===== config.mk =====
export PLATFORM = sky130hd
export DESIGN_NAME = time_display_driver
export DESIGN_NICKNAME = d
export VERILOG_FILES = /design/src/rtl/time_display_driver_pkg.sv /design/src/rtl/time_display_driver_seq_divider.sv /design/src/rtl/time_display_driver.sv
export SDC_FILE = /design/constraint.sdc
export NUM_CORES = 1
export LEC_CHECK = 0
export BUFFER_PORTS_ARGS = -buffer_cell sky130_fd_sc_hd__buf_2
export CORE_MARGIN = 2
export CORE_UTILIZATION = 66
export DETAILED_ROUTE_END_ITERATION = 16
export GPL_TIMING_DRIVEN = 0
export PLACE_DENSITY = 0.85
export SYNTH_ARGS = -nofsm -noshare
export SYNTH_HDL_FRONTEND = slang
export SYNTH_SLANG_ARGS = --single-unit

===== constraint.sdc =====
create_clock -name clk -period 4.9 [get_ports clk]
set_input_delay 0.735 -clock clk [delete_from_list [all_inputs] [get_ports clk]]
set_output_delay 0.735 -clock clk [all_outputs]
set_load 0.005 [all_outputs]

===== src/rtl/time_display_driver_pkg.sv =====
// Shared constants, state encoding and digit helpers for the stopwatch display driver.
package time_display_driver_pkg;

    localparam logic [6:0] SEG_0     = 7'h40;
    localparam logic [6:0] SEG_1     = 7'h79;
    localparam logic [6:0] SEG_2     = 7'h24;
    localparam logic [6:0] SEG_3     = 7'h30;
    localparam logic [6:0] SEG_4     = 7'h19;
    localparam logic [6:0] SEG_5     = 7'h12;
    localparam logic [6:0] SEG_6     = 7'h02;
    localparam logic [6:0] SEG_7     = 7'h78;
    localparam logic [6:0] SEG_8     = 7'h00;
    localparam logic [6:0] SEG_9     = 7'h10;
    localparam logic [6:0] SEG_BLANK = 7'h7F;

    localparam logic [3:0] DIGIT_BLANK = 4'hF;

    localparam int MS_PER_MIN = 60000;
    localparam int MS_PER_SEC = 1000;

    typedef enum logic [2:0] {
        ST_IDLE,
        ST_DIV_MIN,
        ST_DIV_SEC,
        ST_BCD,
        ST_LOAD
    } state_t;

    function automatic logic [6:0] seg_code(input logic [3:0] digit);
        case (digit)
            4'd0:    return SEG_0;
            4'd1:    return SEG_1;
            4'd2:    return SEG_2;
            4'd3:    return SEG_3;
            4'd4:    return SEG_4;
            4'd5:    return SEG_5;
            4'd6:    return SEG_6;
            4'd7:    return SEG_7;
            4'd8:    return SEG_8;
            4'd9:    return SEG_9;
            default: return SEG_BLANK;
        endcase
    endfunction

    // One double-dabble step on three BCD nibbles: add-3 correction, then shift in b.
    function automatic logic [11:0] dabble_step(input logic [11:0] bcd, input logic b);
        logic [11:0] adj;
        adj = bcd;
        for (int i = 0; i < 3; i++) begin
            if (adj[4*i +: 4] >= 4'd5) adj[4*i +: 4] = adj[4*i +: 4] + 4'd3;
        end
        return {adj[10:0], b};
    endfunction

endpackage


===== src/rtl/time_display_driver_seq_divider.sv =====
// Restoring shift-subtract divider: loads on start, then N_W steps; done flags the final step,
// results are valid from the following cycle and hold until the next start.
module seq_divider #(
    parameter int N_W = 39,
    parameter int D_W = 16
) (
    input  logic           clk,
    input  logic           rst,
    input  logic           start,
    input  logic [N_W-1:0] n,
    input  logic [D_W-1:0] d,
    output logic [N_W-1:0] q,
    output logic [D_W-1:0] r,
    output logic           done
);
    localparam int CNT_W = $clog2(N_W + 1);

    logic [CNT_W-1:0] cnt;
    logic [D_W:0]     trial;

    assign trial = {r, q[N_W-1]};
    assign done  = (cnt == CNT_W'(1));

    always_ff @(posedge clk) begin
        if (rst) begin
            q   <= '0;
            r   <= '0;
            cnt <= '0;
        end else if (start) begin
            q   <= n;
            r   <= '0;
            cnt <= CNT_W'(N_W);
        end else if (cnt != '0) begin
            cnt <= cnt - 1'b1;
            if (trial >= {1'b0, d}) begin
                r <= D_W'(trial - {1'b0, d});
                q <= {q[N_W-2:0], 1'b1};
            end else begin
                r <= trial[D_W-1:0];
                q <= {q[N_W-2:0], 1'b0};
            end
        end
    end

endmodule


===== src/rtl/time_display_driver.sv =====
// Stopwatch ms -> MMM:SS.mmm on an 8-digit multiplexed 7-segment display, with blink on zero.
//  state       | meaning
//  ST_IDLE     | waiting for a refresh tick
//  ST_DIV_MIN  | t / 60000 -> minutes, remainder
//  ST_DIV_SEC  | start + remainder / 1000 -> seconds, ms
//  ST_BCD      | 10 double-dabble shifts (min, sec, ms in parallel)
//  ST_LOAD     | commit all digits at once
module time_display_driver #(
    parameter int T_W         = 39,
    parameter int REFRESH_DIV = 100_000,
    parameter int SCAN_DIV    = 100_000,
    parameter int BLINK_DIV   = 25_000_000
) (
    input  logic           clk,
    input  logic           rst,
    input  logic [T_W-1:0] t,
    input  logic           zero,
    output logic [7:0]     an,
    output logic [6:0]     seg,
    output logic           dp,
    output logic           busy
);
    import time_display_driver_pkg::*;

    localparam int REF_W  = $clog2(REFRESH_DIV + 1);
    localparam int SCAN_W = $clog2(SCAN_DIV + 1);
    localparam int BLK_W  = $clog2(BLINK_DIV + 1);

    state_t state, state_nxt;

    logic [REF_W-1:0]  ref_cnt;
    logic [SCAN_W-1:0] scan_cnt;
    logic [BLK_W-1:0]  blink_cnt;
    logic              tick, blink_on, frame_valid, sec_start, sat;
    logic [2:0]        digit_idx;
    logic [3:0]        bcd_cnt, digit;
    logic [T_W-1:0]    min_q;
    logic [15:0]       min_r, sec_q;
    logic [9:0]        sec_r, bin_min, bin_sec, bin_ms;
    logic              min_done, sec_done;
    logic [11:0]       bcd_min, bcd_sec, bcd_ms;
    logic [11:0]       disp_min, disp_ms;
    logic [7:0]        disp_sec;

    assign tick = (ref_cnt == '0);
    assign busy = (state != ST_IDLE);

    seq_divider #(.N_W(T_W), .D_W(16)) u_div_min (
        .clk(clk), .rst(rst), .start(state == ST_IDLE && tick),
        .n(t), .d(16'(MS_PER_MIN)), .q(min_q), .r(min_r), .done(min_done)
    );

    seq_divider #(.N_W(16), .D_W(10)) u_div_sec (
        .clk(clk), .rst(rst), .start(sec_start),
        .n(min_r), .d(10'(MS_PER_SEC)), .q(sec_q), .r(sec_r), .done(sec_done)
    );

    // Divider outputs stay stable through BCD, so the shift reads them bit by bit in place.
    assign sat     = (min_q > T_W'(999));
    assign bin_min = sat ? 10'd999 : 10'(min_q);
    assign bin_sec = sat ? 10'd59  : 10'(sec_q);
    assign bin_ms  = sat ? 10'd999 : sec_r;

    always_comb begin
        state_nxt = state;
        unique case (state)
            ST_IDLE:    if (tick)           state_nxt = ST_DIV_MIN;
            ST_DIV_MIN: if (min_done)       state_nxt = ST_DIV_SEC;
            ST_DIV_SEC: if (sec_done)       state_nxt = ST_BCD;
            ST_BCD:     if (bcd_cnt == '0)  state_nxt = ST_LOAD;
            ST_LOAD:                        state_nxt = ST_IDLE;
            default:                        state_nxt = ST_IDLE;
        endcase
    end

    always_ff @(posedge clk) begin
        if (rst) begin
            state       <= ST_IDLE;
            ref_cnt     <= REF_W'(REFRESH_DIV - 1);
            sec_start   <= 1'b0;
            bcd_cnt     <= '0;
            bcd_min     <= '0;
            bcd_sec     <= '0;
            bcd_ms      <= '0;
            disp_min    <= '0;
            disp_sec    <= '0;
            disp_ms     <= '0;
            frame_valid <= 1'b0;
        end else begin
            state     <= state_nxt;
            ref_cnt   <= tick ? REF_W'(REFRESH_DIV - 1) : ref_cnt - 1'b1;
            sec_start <= (state == ST_DIV_MIN) && min_done;
            if (state == ST_DIV_SEC && sec_done) begin
                bcd_min <= '0;
                bcd_sec <= '0;
                bcd_ms  <= '0;
                bcd_cnt <= 4'd9;
            end else if (state == ST_BCD) begin
                bcd_min <= dabble_step(bcd_min, bin_min[bcd_cnt]);
                bcd_sec <= dabble_step(bcd_sec, bin_sec[bcd_cnt]);
                bcd_ms  <= dabble_step(bcd_ms,  bin_ms[bcd_cnt]);
                bcd_cnt <= bcd_cnt - 1'b1;
            end
            if (state == ST_LOAD) begin
                disp_min    <= bcd_min;
                disp_sec    <= 8'(bcd_sec);
                disp_ms     <= bcd_ms;
                frame_valid <= 1'b1;
            end
        end
    end

    always_ff @(posedge clk) begin
        if (rst) begin
            scan_cnt  <= SCAN_W'(SCAN_DIV - 1);
            digit_idx <= '0;
            blink_cnt <= BLK_W'(BLINK_DIV - 1);
            blink_on  <= 1'b1;
        end else begin
            if (scan_cnt == '0) begin
                scan_cnt  <= SCAN_W'(SCAN_DIV - 1);
                digit_idx <= digit_idx + 1'b1;
            end else begin
                scan_cnt <= scan_cnt - 1'b1;
            end
            if (!zero) begin
                blink_on  <= 1'b1;
                blink_cnt <= BLK_W'(BLINK_DIV - 1);
            end else if (blink_cnt == '0) begin
                blink_on  <= ~blink_on;
                blink_cnt <= BLK_W'(BLINK_DIV - 1);
            end else begin
                blink_cnt <= blink_cnt - 1'b1;
            end
        end
    end

    always_comb begin
        digit = DIGIT_BLANK;
        unique case (digit_idx)
            3'd7: digit = (disp_min[11:8] == 4'd0) ? DIGIT_BLANK : disp_min[11:8];
            3'd6: digit = (disp_min[11:4] == 8'd0) ? DIGIT_BLANK : disp_min[7:4];
            3'd5: digit = disp_min[3:0];
            3'd4: digit = disp_sec[7:4];
            3'd3: digit = disp_sec[3:0];
            3'd2: digit = disp_ms[11:8];
            3'd1: digit = disp_ms[7:4];
            3'd0: digit = disp_ms[3:0];
            default: digit = DIGIT_BLANK;
        endcase
    end

    // an, seg and dp all derive from the same registers, so they switch together.
    assign an  = (frame_valid && blink_on) ? ~(8'd1 << digit_idx) : 8'hFF;
    assign seg = (frame_valid && blink_on) ? seg_code(digit) : SEG_BLANK;
    assign dp  = !(frame_valid && blink_on && (digit_idx == 3'd5 || digit_idx == 3'd3));

endmodule


# [Word-level counts from Yosys, hierarchy flattened]
# Memories as Yosys holds them, arrays and structs flattened.
# Cells that the tools add are included.
# Widths: inputs -> output; s select.
[word_totals] regBits=232 rom_bits=112 input_bits=42 word_cells=148 memories=1
[memory_table] name="(name not given)" depth=16 width=7 read_ports=1 rd_clocked_by_memory_dff=0 wr=0 line="time_display_driver_pkg.sv:30" text="case (digit)"
[classes] addsub=18 n_lt_le_gt_ge=13 n_eq_ne=17 shift=1 mux=42 bitwise=3 n_reduce_logical=29
[ops] cell="$mux 39" count=2
[ops] cell="$mux 16" count=3
[ops] cell="$mux 10" count=4
[ops] cell="$mux 4" count=10
[ops] cell="$gt 39x10->1 const B" count=1
[ops] cell="$ge 4x3->1 const B" count=9
[ops] cell="$logic_not 17->1" count=2
[ops] cell="$sub 17x1->17 const B" count=2
[ops] cell="$pmux 4 s8" count=1
[ops] cell="$logic_not 25->1" count=1
[ops] cell="$sub 25x1->25 const B" count=1
[ops] cell="$add 4x2->4 const B" count=6
[ops] cell="$mux 3" count=7
[ops] cell="$ge 17x16->1 const B" count=1
[ops] cell="$sub 16x16->16 const B" count=1
[ops] cell="$eq 3x3->1 const B" count=5
[ops] cell="$bmux 1 s4" count=3
[ops] cell="$eq 3x2->1 const B" count=4
[ops] cell="$mux 6" count=2
[ops] cell="$pmux 3 s4" count=1
[ops] cell="$reduce_or 2->1" count=6
[ops] cell="$ge 11x10->1 const B" count=1
[ops] cell="$mux 5" count=2
[ops] cell="$sub 10x10->10 const B" count=1
[ops] cell="other kinds (28)" count=47

# [Longest topological paths before layout]
# Gate-level depths: netlist of run 1.
# An unclocked memory read counts as a cell.
[logic_depth] ltp_word=5 mapped_depth=12 mapped_depth_nobuf=11

# [Modules after synthesis]
# Synthesis of run 1 repeated with hierarchy kept, for this count alone.
[hier_totals] hier_cells=1606 area_unflattened_um2=12176.7
[by_module_without_submodules] module="time_display_driver" n_inst=1 cells_each=856 area_each_um2=6755.2 seq_area_each_um2=2722.6
[by_module_without_submodules] module="seq_divider at u_div_min" n_inst=1 cells_each=492 area_each_um2=3545.9 seq_area_each_um2=1221.2
[by_module_without_submodules] module="seq_divider at u_div_sec" n_inst=1 cells_each=258 area_each_um2=1875.5 seq_area_each_um2=620.6

# [Least setup slack after synthesis of run 1]
# No wires, ideal clock.
[synth_timing] path_type="register -> output" from="register digit_idx[2]" to="output port seg[3]" t_arrival_ns=2.533 required_ns=4.165 path_slack_ns=1.632 path_stages_with_launch=10 n_path_buf=1 cell_sequence="dfxtp_1 > clkbuf_1 > inv_1 > ha_1 > nor4_2 > nand2_1 > o32ai_2 > inv_1 > ha_1 > o32a_1"
[synth_between] elab_chain_cells=4 elab_cells_between_ends=11 cone_classes="7 x eq/ne; 2 x mux; 1 x reduce/logical; 1 x memory"
[synth_rtl] element="start, declared" line="time_display_driver.sv:35" text="logic [2:0] digit_idx;"
[synth_rtl] element="start signal, assigned" line="time_display_driver.sv:122" text="digit_idx <= digit_idx + 1'b1;"
[synth_rtl] element="$eq 3x1->1 (tied with other cells)" line="time_display_driver.sv:140" text="unique case (digit_idx)"
[synth_rtl] element="$pmux 4 s8 *" line="time_display_driver.sv:140"
[synth_rtl] element="$mem_v2 16x7 *"
[synth_rtl] element="$mux 7 *" line="time_display_driver.sv:155" text="assign seg = (frame_valid && blink_on) ? seg_code(digit) : SEG_BLANK;"
[synth_rtl] element="end, declared" line="time_display_driver.sv:19" text="output logic [6:0] seg,"
# Mark *: on every way between the ends. The rest lies on a longest branch, timed or not.

# [Worst setup path in the final report of run 1]
# Ends and elaborated chain as after synthesis.

==> results.yml, run 1 <==
global_routing:
  grt_max_degree: 14
  grt.overflow.total: 0
  antenna_found_initial: 1
  first_global_vias: 9363
  gr-usage-all-layers_pct: 28.9
  grt_pass1_wl_um: 43900
floorplan:
  core_area_um2: 16600
  rows: 47
  die_y_um: 134
  start_util_pct: 67.5
  die_w_um: 134
  dieArea_um2: 18000
  pin_count: 59
critical_path:
  worst-endpoint-required_ns: 4.16
  r2r_start: "u_div_min.q[20]"
  start_kind: "register"
  worstRegToRegCells: 6
  crit_fanout: 10
  endpoint_kind: "output port"
  rrSetupSlack_ns: 2.35
  cpMaxStageDelayCell: "nor4_2"
  path_cells: "clkbuf_1 > inv_1 > ha_1 > nor4_2 > nand2_1 > o32ai_2 > inv_1 > ha_1 > o32a_1 > buf_2"
  r2r_end: "bcd_ms[0]"
  worstPathArrival_ns: 3.88
  slowest_delay_ns: 0.43
  worstSetupPathType: "reg2out"
synthesis:
  ys.flop_type: "dfxtp_1"
  ys_warn_count: 0
  synth_cells: 1384
  synth_edf_count: 0
  synth_top_cell_by_area: "dfxtp_1"
  synth_seq_cells: 228
  syn_area_per_cell_um2: 8.09
  synth_area_um2: 11200
  synth_area_leaders: "dfxtp_1 41%, nand2_1 8.0%, a21oi_1 6.3%"
  synth_fp_nets: 1464
  synth_top_area_share_pct: 40.8
  async_flop_share_pct: 0
  yosysSeqAreaShare_pct: 40.8
  ys_types: 72
final_layout:
  drive_gt1_share_pct: 8.36
  final_cells: 1704
  post-route-util_pct: 75.7
  fillers: 1244
  syn2layout_area_growth_pct: 12.1
  nets: 1548
sta:
  fmax_ghz: 0.217
  finalSetupTns_ns: 0
  period_share_pct: 94.2
  rsz0062_at_grt: "false"
  finalHoldViolations: 0
  slew_headroom_pct: 32.7
  setup_violations: 0
  fin_crit_ns: 4.62
  skew_ns: 0.00622
  worst_pin_slew_ns: 1.00
  slew_violations: 0
power_and_ir_drop:
  power_density_nw_per_um2: 394
  vdd_drop_max_mv: 0.439
  p_leak_nw: 4.59
placement:
  place_congestion: 0.920
  portBuffers: 58
  hpwl_um: 18000
  post-place-cells: 1662
detailed_routing:
  detail-route-antenna-nets: 0
  drt_iter0_markers: 864
  via_count: 10028
  detail_route.wl_per_cell_um: 15.4
  drt_pre_antenna_iters: 5
  vias_per_cell: 5.88
  drc: 0
  drt-total-wl_um: 26300
cts:
  postCtsHoldBufs: 0
  cts_tree: "yes"
  cts-root-buf: "clkbuf_16"
  cts_buffer_depth: 3
  clk_latency_ns: 0.51
  cts_setup_buffers: 0
  htreeDepth: 1
  cts_sinks: 228
  cts_resized: 0
  clkTransAtPathRegs_ns: 0.06
  cts_buffers: 24
hold_path:
  hp-class: "reg2reg"
  whs_path_depth: 1
  hold_start: "ref_cnt[0]"
  min_to: "ref_cnt[0]"
run:
  max-cap-violations: 0
status:
  status: "finished clean"
flip-flops by register name, indices dropped and copies added (netlist names), 8 cells and up:
signal and count:
scan_cnt 17, u_div_sec.q 16, bcd_sec 8, bcd_min 12, disp_min 12, bcd_ms 12
disp_sec 8, u_div_min.q 39, ref_cnt 17, u_div_sec.r 10, blink_cnt 25, disp_ms 12
u_div_min.r 16
cell type report:
type | instances | area [um^2] | share of cell area (%)
plain buffers | 79 | 347 | 2.76
flip-flops and latches | 228 | 4560 | 36.4
clock buffers | 38 | 764 | 6.09
well taps | 220 | 275 | 2.19
multi-input cells | 1034 | 6130 | 48.8
repair buffers | 58 | 290 | 2.31
clock inverters | 3 | 20.0 | 0.160
diodes | 1 | 2.50 | 0.0199
inverters | 43 | 161 | 1.29
Yosys cell counts (all sizes together), types with 6 or more instances:
cell / count
nand2: 238
dfxtp: 228
nor2: 153
a21oi: 140
clkbuf: 58
xnor2: 55
o21ai: 54
mux2i: 52
a211oi: 50
nor3: 46
inv: 42
ha: 38
nand3: 23
buf: 21
xor2: 20
nor4: 18
nand2b: 14
and2: 8
or3: 8
or4: 8
nor2b: 7
and3: 6
nand4: 6
nor4b: 6
o21a: 6
logic make-up (layout without fill, tap and decap cells):
kind of cell / count (synthesis) / count (layout) / share of synthesized area, %
flip-flops: 228 / 228 / 40.8
adder cells (fa/ha/maj): 38 / 38 / 4.25
other: 0 / 1 / 0
XOR/XNOR: 75 / 75 / 5.87
AO/OA/AOI/OAI: 308 / 308 / 16.9
multiplexers: 55 / 55 / 5.05
buffers and inverters: 122 / 221 / 4.54
AND/OR/NAND/NOR: 558 / 558 / 22.6
cell usage in the layout (no fill, tap or decap), types with 6 or more instances in the layout:
cell type	synthesis	routed
nor3_1	46	46
a21oi_1	140	140
buf_1	8	8
o21ai_0	52	52
nor4b_1	6	6
nand4_1	6	6
nor2_1	151	151
or4_1	6	6
and3_1	6	6
clkbuf_1	58	62
ha_1	38	38
buf_2	7	65
inv_1	42	42
nand2b_1	14	14
nand3_1	23	23
dfxtp_1	228	228
nor4_1	15	15
nand2_1	238	238
and2_1	8	8
nor2b_1	7	7
clkbuf_8	0	9
mux2i_1	52	52
clkbuf_16	0	25
a211oi_1	50	50
xor2_1	20	20
xnor2_1	55	55
o21a_1	6	6
or3_1	7	7
metal layers:
| layer | track usage, % | vias to the layer above | wire, um |
|---|---|---|---|
| li1 | - | 4966 | - |
| met1 | 39.6 | 4675 | 11800 |
| met2 | 48.3 | 336 | 12300 |
| met3 | 3.40 | 51 | 1570 |
| met4 | 8.65 | 0 | 620 |
| met5 | 0 | - | 0 |
through the flow:
step	power, mW	setup WS (ns)	hold slack, ns	instance area [um^2]
after floorplan	2.91	1.63	0.384	11200
after global placement	3.14	0.905	0.395	11800
after detailed placement	3.17	0.827	0.406	11800
after CTS	4.95	0.270	0.420	12500
after global routing	5.15	0.0246	0.440	12500
final	4.95	0.285	0.418	12600
power breakdown:
part	internal (mW)	total, mW	switching [mW]
sequential	1.96	2.07	0.116
clock	1.06	1.78	0.721
combinational	0.403	1.09	0.689
how the worst max path moves through the flow:
stage / start / to / cells after the start
after floorplan: digit_idx[2] / seg[3] / 9
after global placement: digit_idx[2] / seg[3] / 10
after detailed placement: digit_idx[2] / seg[3] / 10
after CTS: digit_idx[2] / seg[3] / 10
after global routing: digit_idx[2] / seg[3] / 10
final: digit_idx[2] / seg[3] / 10
critical path, delay by kind of cell, from the launching register on:
family | cells | cell delay, ns
adder cells (fa/ha/maj) | 2 | 0.68
AO/OA/AOI/OAI | 2 | 0.77
buffers and inverters | 4 | 0.89
flip-flops | 1 | 0.35
AND/OR/NAND/NOR | 2 | 0.69
Note: power is estimated with default switching activity, not from simulation.
==> run 2: changes to the inputs <==
--- a/config.mk
+++ b/config.mk
@@ -7,10 +7,9 @@
 export LEC_CHECK = 0
 export BUFFER_PORTS_ARGS = -buffer_cell sky130_fd_sc_hd__buf_2
 export CORE_MARGIN = 2
-export CORE_UTILIZATION = 66
+export CORE_UTILIZATION = 40
 export DETAILED_ROUTE_END_ITERATION = 16
 export GPL_TIMING_DRIVEN = 0
-export PLACE_DENSITY = 0.85
 export SYNTH_ARGS = -nofsm -noshare
 export SYNTH_HDL_FRONTEND = slang
 export SYNTH_SLANG_ARGS = --single-unit
==> results.yml, run 2 (synthesized netlist as in run 1, its figures left out) <==
detailed_routing:
  met2_length_um: 12600
  met1_length_um: 13200
  top_layer: "met4"
  vias_per_cell: 5.16
  via_count: 9629
  detail_route.wl_per_cell_um: 14.6
  drt_pre_antenna_iters: 7
  drc: 0
  drt_iter0_markers: 527
  detail-route-antenna-nets: 0
  drt-total-wl_um: 27200
  met3_length_um: 941
sta:
  finalHoldViolations: 0
  fin_crit_ns: 4.52
  finalSetupTns_ns: 0
  worst_pin_slew_ns: 0.868
  layout_setup_ws_ns: 0.382
  fmax_ghz: 0.221
  slew_headroom_pct: 41.7
  rsz0062_at_grt: "false"
  skew_ns: 0.0245
  period_share_pct: 92.2
  slew_violations: 0
  setup_violations: 0
cts:
  cts_tree: "yes"
  cts_buffers: 27
  cts-root-buf: "clkbuf_16"
  cts_sinks: 228
  cts_resized: 0
  htreeDepth: 1
  cts_buffer_depth: 3
  clk_latency_ns: 0.54
  postCtsHoldBufs: 0
  clkTransAtPathRegs_ns: 0.06
  cts_setup_buffers: 0
critical_path:
  crit_end: "seg[3]"
  endpoint_kind: "output port"
  r2r_end: "u_div_min.q[5]"
  slowest_delay_ns: 0.44
  worstPathArrival_ns: 3.78
  cpMaxStageDelayCell: "o32ai_2"
  start_kind: "register"
  path_delay_family: "compound AO/OA/AOI/OAI gates"
  crit_fanout: 10
  path_cells: "clkbuf_1 > inv_1 > ha_1 > nor4_2 > nand2_1 > o32ai_2 > inv_1 > ha_1 > o32a_1 > buf_2"
  r2r_start: "ref_cnt[4]"
  rrSetupSlack_ns: 2.36
  setup.worst_path.start: "digit_idx[2]"
  worstSetupPathType: "reg2out"
  cp_num_cells: 10
  worstRegToRegCells: 9
  critPathBufInv: 4
  worst-endpoint-required_ns: 4.16
global_routing:
  grt_pass1_wl_um: 44700
  grt.overflow.total: 0
  grt_max_degree: 14
  first_global_vias: 9022
  antenna_found_initial: 0
  gr-usage-all-layers_pct: 18.5
run:
  max-cap-violations: 0
power_and_ir_drop:
  p_total_mw: 5.32
  vdd_drop_max_mv: 0.347
  p_leak_nw: 4.70
  power_density_nw_per_um2: 411
placement:
  place_congestion: 0.821
  hpwl_um: 19400
  portBuffers: 58
  place_area_um2: 12000
  pre_cts_slack_ns: 0.983
status:
  status: "finished clean"
final_layout:
  drive_gt1_share_pct: 8.93
  antenna_cells: 0
  largestRegisters: "u_div_min.q (39), blink_cnt (25)"
  regMostFlops: "u_div_min.q"
  final_cell_mix: "238 x nand2_1, 228 x dfxtp_1, 151 x nor2_1, 140 x a21oi_1, 65 x buf_2"
  final_area_um2: 12900
  layout.cells.most_common: "nand2_1"
  nets: 1551
  largest_reg_flops: 39
  syn2layout_area_growth_pct: 15.6
  fillers: 2802
hold_path:
  whs_path_depth: 1
  hp-class: "reg2reg"
floorplan:
  die_w_um: 171
  start_util_pct: 40.4
  pin_count: 59
  rows: 61
  core_area_um2: 27700
  dieArea_um2: 29400
  die_y_um: 171
-- run 2: cell count changes in the layout (fill, tap and decap cells not counted), sizes merged --
cell,delta
clkinv,+1
inv,+1
bufinv,+4
clkbuf,+2
clkinvlp,-2
diode,-1
-- run 2: per-stage QoR --
step	util [%]	instances	hold WS, ns
2_1_floorplan	-	1384	0.384
3_3_place_gp	43.2	1820	0.396
3_5_place_dp	43.2	1820	0.396
4_1_cts	46.7	1867	0.409
5_1_grt	46.7	1867	0.432
6_report	46.7	1867	0.403
-- run 2: report_power, final --
| group | internal, mW | total (mW) | switching [mW] |
|---|---|---|---|
| combinational | 0.401 | 1.07 | 0.672 |
| clock | 1.39 | 2.17 | 0.780 |
| sequential | 1.96 | 2.07 | 0.116 |
| total | 3.75 | 5.32 | 1.57 |
-- run 2: worst reg2reg max path, cell delays in order, from the launching register on --
cell and delay (ns):
dfxtp_1 0.33, nor4_1 0.46, nor3b_1 0.37, and3_1 0.21, buf_2 0.19, nand2_1 0.09
buf_2 0.24, clkbuf_1 0.26, nor2_1 0.18, a211oi_1 0.06
-- run 2: per-layer routing --
metal,up-vias,GRT usage (%)
li1,4980,-
met1,4467,25.5
met2,152,31.1
met3,30,2.30
met4,0,3.80
met5,-,0
-- run 2: cell type report --
| type | instances | area (um^2) | share of cell area [%] |
|---|---|---|---|
| buffer | 79 | 347 | 2.68 |
| clock buffer | 40 | 845 | 6.52 |
| clock inverter | 7 | 139 | 1.07 |
| inverter | 43 | 161 | 1.25 |
| multi-input combinational | 1034 | 6130 | 47.3 |
| sequential | 228 | 4560 | 35.3 |
| tap | 378 | 473 | 3.65 |
| timing repair buffer | 58 | 290 | 2.24 |
-- run 2: worst min-delay path by stage --
stage / start / end / slack [ns]
2_1_floorplan: ref_cnt[0] / ref_cnt[0] / 0.38
3_5_place_dp: ref_cnt[0] / ref_cnt[0] / 0.40
3_3_place_gp: ref_cnt[0] / ref_cnt[0] / 0.40
5_1_grt: ref_cnt[0] / ref_cnt[0] / 0.43
6_report: ref_cnt[0] / ref_cnt[0] / 0.40
4_1_cts: ref_cnt[0] / ref_cnt[0] / 0.41
